--- src/rtl/cmul_sched_pkg.sv ---
// Shared types and the per-product schedule for the complex-multiply sequencer.
package cmul_sched_pkg;

    typedef enum logic [1:0] {IDLE, ISSUE, WAIT, DONE} state_t;

    typedef logic [1:0] prod_idx_t;

    // Bit k of each mask describes partial product k: ar*br, ai*bi, ar*bi, ai*br.
    localparam logic [3:0] SEL_A_IMAG = 4'b1010;
    localparam logic [3:0] SEL_B_IMAG = 4'b0110;
    localparam logic [3:0] NEGATE     = 4'b0010;
    localparam logic [3:0] DEST_IM    = 4'b1100;

endpackage

--- src/rtl/cmul_accum.sv ---
// Return counter and re/im accumulators fed by the shared multiplier's results.
module cmul_accum
    import cmul_sched_pkg::*;
#(
    parameter int P_WIDTH = 12
) (
    input  logic                      clk,
    input  logic                      resetn,
    input  logic                      clear,
    input  logic                      collect,
    input  logic signed [P_WIDTH-1:0] mul_C,
    input  logic                      mul_out_valid,
    output logic signed [P_WIDTH:0]   acc_re,
    output logic signed [P_WIDTH:0]   acc_im,
    output logic                      full,
    output logic                      last_capture,
    output logic                      stray
);

    prod_idx_t               r;
    logic                    capture;
    logic signed [P_WIDTH:0] product_ext;

    assign capture      = mul_out_valid && collect && !full;
    assign last_capture = capture && (r == 2'd3);
    assign stray        = mul_out_valid && !capture;
    assign product_ext  = {mul_C[P_WIDTH-1], mul_C};

    // Results come back in issue order, so the return index alone picks the destination.
    always_ff @(posedge clk or negedge resetn) begin
        if (!resetn) begin
            r      <= '0;
            full   <= 1'b0;
            acc_re <= '0;
            acc_im <= '0;
        end else if (clear) begin
            r      <= '0;
            full   <= 1'b0;
            acc_re <= '0;
            acc_im <= '0;
        end else if (capture) begin
            if (DEST_IM[r]) begin
                acc_im <= acc_im + product_ext;
            end else begin
                acc_re <= acc_re + product_ext;
            end
            r <= r + 2'd1;
            if (r == 2'd3) begin
                full <= 1'b1;
            end
        end
    end

endmodule

--- src/rtl/cmul_sched.sv ---
// Runs one complex multiply by issuing its four partial products to a shared real multiplier.
module cmul_sched
    import cmul_sched_pkg::*;
#(
    parameter int A_WIDTH = 6,
    parameter int B_WIDTH = 6
) (
    input  logic                              clk,
    input  logic                              resetn,
    input  logic                              in_valid,
    output logic                              in_ready,
    input  logic signed [A_WIDTH-1:0]         in_ar,
    input  logic signed [A_WIDTH-1:0]         in_ai,
    input  logic signed [B_WIDTH-1:0]         in_br,
    input  logic signed [B_WIDTH-1:0]         in_bi,
    output logic                              out_valid,
    input  logic                              out_ready,
    output logic signed [A_WIDTH+B_WIDTH:0]   out_re,
    output logic signed [A_WIDTH+B_WIDTH:0]   out_im,
    output logic                              err,
    output logic                              mul_valid,
    output logic signed [A_WIDTH-1:0]         mul_A,
    output logic signed [B_WIDTH-1:0]         mul_B,
    output logic                              mul_both_image,
    input  logic signed [A_WIDTH+B_WIDTH-1:0] mul_C,
    input  logic                              mul_out_valid
);

    localparam int P_WIDTH = A_WIDTH + B_WIDTH;

    state_t                    state;
    prod_idx_t                 k;
    prod_idx_t                 next_k;
    logic signed [A_WIDTH-1:0] ar_q, ai_q;
    logic signed [B_WIDTH-1:0] br_q, bi_q;
    logic signed [A_WIDTH-1:0] next_a;
    logic signed [B_WIDTH-1:0] next_b;
    logic                      accept;
    logic                      collect;
    logic                      full;
    logic                      last_capture;
    logic                      stray;

    assign in_ready = (state == IDLE);
    assign accept   = (state == IDLE) && in_valid;
    assign collect  = (state == ISSUE) || (state == WAIT);

    always_comb begin
        next_k = k + 2'd1;
        next_a = SEL_A_IMAG[next_k] ? ai_q : ar_q;
        next_b = SEL_B_IMAG[next_k] ? bi_q : br_q;
    end

    cmul_accum #(
        .P_WIDTH (P_WIDTH)
    ) u_accum (
        .clk           (clk),
        .resetn        (resetn),
        .clear         (accept),
        .collect       (collect),
        .mul_C         (mul_C),
        .mul_out_valid (mul_out_valid),
        .acc_re        (out_re),
        .acc_im        (out_im),
        .full          (full),
        .last_capture  (last_capture),
        .stray         (stray)
    );

    // Product 0 is issued straight from the input bus on the accept edge; the rest come from the captured copies.
    always_ff @(posedge clk or negedge resetn) begin
        if (!resetn) begin
            state          <= IDLE;
            k              <= '0;
            ar_q           <= '0;
            ai_q           <= '0;
            br_q           <= '0;
            bi_q           <= '0;
            out_valid      <= 1'b0;
            mul_valid      <= 1'b0;
            mul_A          <= '0;
            mul_B          <= '0;
            mul_both_image <= 1'b0;
            err            <= 1'b0;
        end else begin
            err <= err | stray;
            case (state)
                IDLE: begin
                    if (in_valid) begin
                        ar_q           <= in_ar;
                        ai_q           <= in_ai;
                        br_q           <= in_br;
                        bi_q           <= in_bi;
                        k              <= '0;
                        mul_valid      <= 1'b1;
                        mul_A          <= SEL_A_IMAG[0] ? in_ai : in_ar;
                        mul_B          <= SEL_B_IMAG[0] ? in_bi : in_br;
                        mul_both_image <= NEGATE[0];
                        state          <= ISSUE;
                    end
                end
                ISSUE: begin
                    if (k == 2'd3) begin
                        mul_valid      <= 1'b0;
                        mul_A          <= '0;
                        mul_B          <= '0;
                        mul_both_image <= 1'b0;
                        state          <= WAIT;
                    end else begin
                        k              <= next_k;
                        mul_A          <= next_a;
                        mul_B          <= next_b;
                        mul_both_image <= NEGATE[next_k];
                    end
                end
                WAIT: begin
                    if (last_capture || full) begin
                        out_valid <= 1'b1;
                        state     <= DONE;
                    end
                end
                DONE: begin
                    if (out_ready) begin
                        out_valid <= 1'b0;
                        state     <= IDLE;
                    end
                end
                default: state <= IDLE;
            endcase
        end
    end

endmodule

--- config.mk ---
export PLATFORM = sky130hd
export DESIGN_NAME = cmul_sched
export DESIGN_NICKNAME = d
export VERILOG_FILES = /design/src/rtl/cmul_sched_pkg.sv /design/src/rtl/cmul_accum.sv /design/src/rtl/cmul_sched.sv
export SDC_FILE = /design/constraint.sdc
export NUM_CORES = 1
export LEC_CHECK = 0
export CORE_MARGIN = 4
export CORE_UTILIZATION = 54
export CTS_BUF_LIST = sky130_fd_sc_hd__clkbuf_4
export CTS_CLUSTER_DIAMETER = 60
export CTS_CLUSTER_SIZE = 20
export DETAILED_ROUTE_END_ITERATION = 10
export PLACE_DENSITY = 0.83
export SYNTH_ARGS = -nofsm -noshare
export SYNTH_HDL_FRONTEND = slang
export SYNTH_HIERARCHICAL = 1
export SYNTH_SLANG_ARGS = --single-unit
--- constraint.sdc ---
create_clock -name clk -period 2.7 [get_ports clk]
set_input_delay 0.81 -clock clk [delete_from_list [all_inputs] [get_ports clk]]
set_output_delay 0.81 -clock clk [all_outputs]
set_load 0.005 [all_outputs]
---- After elaboration in Yosys (flattened, before gate mapping) ----
Index checks and enable logic that the tools add are counted.
W data, S select, Z words.
cells by class
  order comparisons ....................... 2
  reductions and logical operators ........ 24
  muxes and demuxes ....................... 44
  bitwise operators ....................... 1
  equality and inequality tests ........... 11
  add/sub/neg operators ................... 4
operators with widths
  operator               count
  $mux W13               6
  $mux W6                6
  $add A13 B12 Y13       2
  $pmux W6 S2            2
  $mux W2                8
  $mux W1                13
  $reduce_and A2 Y1      5
  $reduce_bool A2 Y1     5
  $reduce_and A3 Y1      3
  $bmux W1 S2            4
  $eq A2 B2 Y1 const B   4
  $ne A2 B2 Y1 const B   4
  $pmux W2 S4            1
  $lt A2 B3 Y1 const B   2
  $pmux W1 S2            3
  $logic_and A1 B1 Y1    5
  $add A2 B1 Y2 const B  2
  $ne A2 B1 Y1 const B   2
  $pmux W2 S2            1
  $reduce_and A4 Y1      1
  $eq A2 B1 Y1 const B   1
  $logic_not A1 Y1       2
  $logic_not A2 Y1       1
  $logic_or A1 B1 Y1     2
  $or A1 B1 Y1           1
word-level totals
  flip-flop bits (word level) ............. 73
  output and inout bits ................... 43
  input port bits ......................... 41
  logic and storage cells ................. 102

---- Depth between registers and ports, before layout ----
Gate-level depths: netlist of the first run.
  depth after elaboration ................. 8
  mapped depth ............................ 10
  mapped depth without buffers ............ 9

---- Cells and area by module ----
Netlist of the first run, hierarchy kept.
by module, submodules not included
  module      area each (µm²)  sequential area each (µm²)  cells each  instances
  cmul_accum  2273.4           725.7                       268         1
  cmul_sched  2089.5           1101.1                      163         1

---- Worst setup path after synthesis of the first run ----
No wires, ideal clock.
  path kind ............................... input to register
  start ................................... input port mul_C[0]
  end ..................................... register u_accum.acc_re[12]
  setup time .............................. 0.125 ns
  path buffers ............................ 0
  required time ........................... 2.575 ns
  arrival time ............................ 2.681 ns
  cell stages on the path ................. 9
  slack ................................... -0.105 ns
  cell sequence ........................... ha_1 -> inv_1 -> fa_1 -> nand2b_1 -> a21oi_1 -> o21ai_1 -> or3_1 -> o211ai_1 -> mux2_2
between the ends
  cells in the longest elaborated chain, start to end .. 4
ends and longest elaborated chain
  item                    line              RTL
  start: declaration      cmul_sched.sv:25  input logic signed [A_WIDTH+B_WIDTH-1:0] mul_C,
  $add A13 B12 Y13        cmul_accum.sv:45  acc_re <= acc_re + product_ext;
  $mux W13                cmul_accum.sv:42  if (DEST_IM[r]) begin
  $mux W13                cmul_accum.sv:41  end else if (capture) begin
  $mux W13                cmul_accum.sv:36  end else if (clear) begin
  end signal: assignment  cmul_accum.sv:45
  end: declaration        cmul_accum.sv:13  output logic signed [P_WIDTH:0] acc_re,
Every way passes these cells. The select of a mux whose other input is x is not followed.
A chain may end at the register's enable or synchronous reset.

---- Final worst setup path of the first run ----
  start ................................... input port mul_C[3]
  end ..................................... register u_accum.acc_re[11]
The elaborated chain is that of the path after synthesis.

==> results.json, run 1 <==
{
  "layout-drive-gt1-share_pct": 24.0,
  "p_sw_share_pct": 39.8,
  "status": "complete, no violations",
  "initialDrtViolationCount": 114,
  "root_buffer": "clkbuf_4",
  "overflow": 0,
  "fin_total_pwr_mw": 6.55,
  "n_fill_cell": 557,
  "core-area_mm2": 0.00781,
  "synth_area_leader_cell": "dfrtp_1",
  "p_comb_share_pct": 60.0,
  "max_freq_ghz": 0.379,
  "synth_fp_nets": 505,
  "switchingPower_mw": 2.61,
  "yosysWarnings": 6,
  "rsz0062_at_grt": "false",
  "antenna_found_initial": 0,
  "maxSlewHeadroom_pct": 48.4,
  "synth_fa_ha_area_share_pct": 9.81,
  "rows": 32,
  "required_ns": 3.04,
  "ant_nets": 0,
  "hp-class": "in2async",
  "fin_crit_ns": 2.64,
  "tritoncts": "built",
  "peakVddDrop_mv": 0.723,
  "tightestPinTransition_ns": 0.774,
  "grt_pass1_vias": 4057,
  "synth-compound-area-share_pct": 17.4,
  "die_h_um": 97.9,
  "route.detailed.drc": 0,
  "cts_num_sinks": 73,
  "finalSetupViolations": 0,
  "power.leakage_nw": 2.69,
  "fin_tns_setup_ns": 0,
  "finalHoldViolations": 0,
  "final_common_cell": "clkdlybuf4s50_1",
  "avgSynthCellArea_um2": 10.1,
  "synth_xor_area_share_pct": 2.64,
  "seqPwrFrac_pct": 29.8,
  "synth_top_area_share_pct": 41.9,
  "yosys.cell_types.count": 57,
  "finalWorstSetupSlack_ns": 0.0594,
  "cts_hold_buf": 0,
  "layout_common_cells": "79 x clkdlybuf4s50_1, 73 x dfrtp_1, 57 x nor2_1",
  "seq_area_frac_synth_pct": 41.9,
  "layout.nets": 640,
  "synth-seq-cells": 73,
  "synth_top_family_by_area": "compound AO/OA/AOI/OAI gates",
  "h-tree-depth": 3,
  "routed_wl_um": 11000,
  "die-area_mm2": 0.00958,
  "synth_edf_count": 0,
  "critPathMaxFanout": 5,
  "ys.flop_type": "dfrtp_1",
  "syn_area_mm2": 0.00436,
  "endpoint_kind": "flip-flop",
  "ios": 84,
  "worstPathArrival_ns": 2.98,
  "grt_max_degree": 38,
  "synthSimpleGateAreaFrac_pct": 14.3,
  "dieWidth_um": 97.9,
  "finClkSkew_ns": 0.0296,
  "cts_buffer_depth": 2,
  "first_pass_iters": 4,
  "synthToLayoutAreaGrowth_pct": 34.5,
  "wl_per_cell_um": 16.3,
  "synthTopCellsByArea": "dfrtp_1 42%, ha_1 8.9%, mux2_2 8.3%",
  "drv_cap": 0,
  "holdWs_ns": 0.304,
  "fin_crit_sh_pct": 97.8,
  "muxShareOfSynthArea_pct": 10.8,
  "slew_violations": 0,
  "syn-instance-count": 431,
  "routed_via_density": 5.60,
  "grt_pass1_wl_um": 18900,
  "cts.clk_slew.worst_paths_ns": 0.15,
  "start_kind": "primary input",
  "gp_congestion": 0.882,
  "via_count": 3769,
  "diodes": 0,
  "start_util_pct": 55.9,
  "power_density_mw_per_mm2": 1120,
  "path_class": "in2reg",
  "grt_usage_pct": 24.0,
  "insertion_delay_ns": 0.45,
  "p_int_mw": 3.94,
  "clkPwrFrac_pct": 10.2,
  "hpwl_um": 8460,
  "async_reset_ff_share_pct": 100,
  "cts_inserted_buffers": 9,
  "post_cts_buffers": 0,
  "dp_slack_ns": -0.674,
  "io_buffers": 83
}
repair_timing:
action / CTS / global route
gates resized for setup: 7 / 4
setup endpoints to repair: 2 / 4
pin swaps: 3 / 3
cloned: 0 / 0
hold endpoints to repair: 0 / 0
cell families after synthesis:
family	count (synthesis)
AND/OR/NAND/NOR	133
AO/OA/AOI/OAI	108
flip-flops	73
multiplexers	40
buffers and inverters	33
adder cells (fa/ha/maj)	33
XOR/XNOR	11
per-layer routing:
layer	track usage, %	vias up	wire [um]
met4	8.95	0	168
li1	-	1818	-
met1	29.3	1832	4680
met5	0	-	0
met3	4.36	17	565
met2	42.3	102	5550
critical path, cell delays in order:
cell and delay (ns):
clkdlybuf4s50_1 0.44, buf_4 0.15, ha_1 0.36, a21o_1 0.19, a21oi_1 0.22, buf_4 0.14, a21oi_1 0.07, o21ai_0 0.26
a21oi_1 0.11, o41ai_1 0.24
stage by stage:
step                area (um2)  util (%)  cells
finish                    5870      75.2    673
global route              5870      75.2    673
CTS                       5860      75.1    673
detailed placement        5720      73.3    657
global placement          5720      73.3    657
floorplan                 4390         -    431
cell type report:
class / instances / area, um2 / share of cell area (%)
tap: 102 / 128 / 2.17
inverter: 17 / 63.8 / 1.09
clock inverter: 7 / 61.3 / 1.04
sequential: 73 / 1830 / 31.1
multi-input combinational: 325 / 2450 / 41.7
clock buffer: 9 / 67.6 / 1.15
timing repair buffer: 140 / 1270 / 21.7
power by group through the flow:
stage	Clock, mW	Sequential (mW)	Combinational (mW)
2_1_floorplan	0	1.89	2.42
3_3_place_gp	0	1.93	3.74
3_5_place_dp	0	1.97	3.90
4_1_cts	0.683	1.95	3.93
5_1_grt	0.739	2.02	4.33
6_report	0.665	1.95	3.93
flip-flops by register name (all words and copies together), names as in the netlist, 2 cells and up:
| register | count |
|---|---|
| mul_A | 6 |
| ai_q | 6 |
| u_accum/acc_im | 13 |
| br_q | 6 |
| u_accum/acc_re | 13 |
| u_accum/r | 2 |
| ar_q | 6 |
| bi_q | 6 |
| mul_B | 6 |
| state | 2 |
| k | 2 |
Yosys cell counts, types with 5 or more instances:
cell	count
dfrtp_1	73
nor2_1	57
a21oi_1	33
mux2_2	32
ha_1	31
nand2_1	31
inv_1	16
o21ai_0	13
a21o_1	10
clkbuf_1	9
nand3_1	7
a211oi_1	6
a221oi_1	6
a221oi_2	6
mux2_4	6
xnor2_1	6
buf_2	5
nand3b_1	5
nor2b_1	5
nor3_1	5
worst paths after layout:
path / start / to / slack [ns] / depth (start not counted)
max: mul_C[3] / u_accum/acc_re[11]$_DFFE_PN0P_ / 0.06 / 10
min: resetn / u_accum/acc_im[0]$_DFFE_PN0P_ / 0.30 / 1
max reg2reg: u_accum/acc_im[0]$_DFFE_PN0P_ / u_accum/acc_im[12]$_DFFE_PN0P_ / 0.27 / 10
min reg2reg: err$_DFF_PN0_ / err$_DFF_PN0_ / 0.49 / 1
max in group asynchronous: resetn / br_q[1]$_DFFE_PN0P_ / 1.73 / 2
min in group clk: err$_DFF_PN0_ / err$_DFF_PN0_ / 0.49 / 1
No activity file was read; power rests on OpenSTA's default activity.
==> run 2, diff against run 1 <==
- CAP_MARGIN: not set -> 0
- PLACE_DENSITY: 0.83 -> 0.88
==> run 2 against run 1 <==
- via count is 5.4% higher
- wire length is 11% higher
- clock skew is 0.015 ns lower
- maximum frequency is 2.1% lower
- combinational power is 4% higher
- clock-buffer cell count stayed put
- global-route usage is 1.2 points higher
- critical path depth is 1 lower
- final cell count is 0.74% higher
- worst setup slack worse by 0.058 ns
- non-clock buffer count is 5 higher
- core utilization is 1.1 points higher
- critical path type unchanged
- critical endpoint is now u_accum/acc_re[12]$_DFFE_PN0P_
==> results.json, run 2 (synthesized netlist as in run 1, its figures left out) <==
{
  "power_density_mw_per_mm2": 1140,
  "cts_inserted_buffers": 9,
  "fin_total_pwr_mw": 6.76,
  "tightestPinTransition_ns": 0.774,
  "crit_path_max_incr_delay_ns": 0.49,
  "dpl.cell_count": 659,
  "critical_path.slowest_cell": "clkdlybuf4s50_1",
  "initialDrtViolationCount": 250,
  "slew_violations": 0,
  "ios": 84,
  "r2r_cells": 10,
  "maxSlewHeadroom_pct": 48.4,
  "first_pass_iters": 5,
  "routed_wl_um": 12100,
  "layout_common_cells": "78 x clkdlybuf4s50_1, 73 x dfrtp_1, 61 x buf_4",
  "routed_via_density": 5.86,
  "power.leakage_nw": 2.73,
  "route.detailed.drc": 0,
  "fin_crit_ns": 2.70,
  "critPathMaxFanout": 4,
  "die_h_um": 97.9,
  "core-area_mm2": 0.00781,
  "final_common_cell": "clkdlybuf4s50_1",
  "path_class": "in2reg",
  "cp_cell_sequence": "clkdlybuf4s50_1, buf_4, ha_1, o21ai_1, a21oi_4, o21ai_2, or3_1, o211ai_1, mux2_2",
  "layout.nets": 645,
  "cts.clk_slew.worst_paths_ns": 0.13,
  "finClkSkew_ns": 0.0148,
  "hp-class": "in2async",
  "io_buffers": 83,
  "synthToLayoutAreaGrowth_pct": 36.5,
  "required_ns": 3.03,
  "diodes": 0,
  "grt_pass1_vias": 4290,
  "n_fill_cell": 493,
  "die-area_mm2": 0.00958,
  "via_count": 3974,
  "hpwl_um": 8540,
  "overflow": 0,
  "fin_crit_sh_pct": 99.9,
  "start_kind": "primary input",
  "tritoncts": "built",
  "h-tree-depth": 3,
  "fin_cells": 678,
  "worstPathArrival_ns": 3.03,
  "grt_pass1_wl_um": 19700,
  "gp_congestion": 0.884,
  "drv_cap": 0,
  "grt_usage_pct": 25.2,
  "dieWidth_um": 97.9,
  "wl_per_cell_um": 17.9,
  "endpoint_kind": "flip-flop",
  "ant_nets": 0,
  "grt_max_degree": 74,
  "rows": 32,
  "layout-drive-gt1-share_pct": 25.0,
  "start_util_pct": 55.9,
  "max_freq_ghz": 0.371,
  "peakVddDrop_mv": 0.691,
  "finalHoldViolations": 0,
  "cts_buffer_depth": 2,
  "status": "complete, no violations",
  "insertion_delay_ns": 0.44,
  "cts_num_sinks": 73,
  "finalSetupViolations": 0,
  "root_buffer": "clkbuf_4",
  "antenna_found_initial": 0,
  "reg.largest.list": "u_accum/acc_im: 13 flops, u_accum/acc_re: 13 flops"
}
==> run 2: cell types whose count changed in the layout (fill, tap and decap cells not counted), sizes merged <==
cell           previous run  this run
buf                      58        63
bufinv                    0         1
clkdlybuf4s15             0         1
clkdlybuf4s50            79        78
clkinv                    1         3
clkinvlp                  2         1
dlygate4sd2               3         1
dlymetal6s2s              0         2
inv                      21        19
==> run 2: area by class of cell <==
cell class / count / area (um2) / area share [%]
repair buffers: 145 / 1310 / 22.0
clock buffers: 9 / 67.6 / 1.13
multi-input cells: 325 / 2490 / 41.7
well taps: 102 / 128 / 2.14
inverters: 17 / 63.8 / 1.07
flip-flops and latches: 73 / 1830 / 30.7
clock inverters: 7 / 76.3 / 1.28
==> run 2: critical path: cells and delay by family <==
kind	cells	cell delay, ns
compound gates	4	0.47
fa+ha+maj	1	0.32
buf+inv	2	0.67
simple gates	1	0.40
mux	1	0.36
==> run 2: worst paths after layout <==
check | from | endpoint | slack, ns
max | mul_C[4] | u_accum/acc_re[12]$_DFFE_PN0P_ | 0.002
min | resetn | u_accum/acc_im[1]$_DFFE_PN0P_ | 0.35
max reg2reg | u_accum/acc_im[0]$_DFFE_PN0P_ | u_accum/acc_im[12]$_DFFE_PN0P_ | 0.25
min reg2reg | err$_DFF_PN0_ | err$_DFF_PN0_ | 0.49
max in group asynchronous | resetn | err$_DFF_PN0_ | 2.00
min in group clk | err$_DFF_PN0_ | err$_DFF_PN0_ | 0.49
==> run 2: metrics by stage <==
stage | util (%) | hold slack [ns] | TNS [ns] | worst slack, ns | area, um2
global placement | 73.3 | 0.456 | -4.31 | -0.585 | 5730
CTS | 75.4 | 0.382 | -0.00844 | -0.00844 | 5880
detailed placement | 73.3 | 0.466 | -5.48 | -0.674 | 5730
finish | 76.3 | 0.353 | 0 | 0.00166 | 5960
floorplan | - | 0.462 | -0.0132 | -0.0132 | 4390
global route | 76.3 | 0.366 | -0.0154 | -0.0103 | 5960
==> run 2: repair_timing <==
| action | in CTS | in global routing |
|---|---|---|
| setup endpoints to repair | 3 | 5 |
| pin swaps | 3 | 6 |
| buffers inserted | 2 | 1 |
| hold buffers | 0 | 0 |
| resized for setup | 5 | 13 |
| endpoints found under the hold margin | 0 | 0 |
==> run 2: routing by layer <==
metal	wire length [um]	GRT usage, %	part of all wire (%)
met5	0	0	0
met4	318	7.67	2.6
met3	842	6.64	6.9
met1	4560	27.9	38
met2	6410	46.9	53
==> run 2: where the power goes <==
part	internal [mW]	switching (mW)	total, mW	leakage, nW
clock network	0.288	0.435	0.724	0.0746
logic	2.17	1.90	4.07	1.76
registers	1.59	0.377	1.97	0.898
total	4.05	2.71	6.76	2.73
==> run 3, diff against run 2 <==
- PLACE_DENSITY: 0.88 -> 0.83
==> results of run 3 <==
No change in the layout: final DEF, timing and power equal those of run 1.
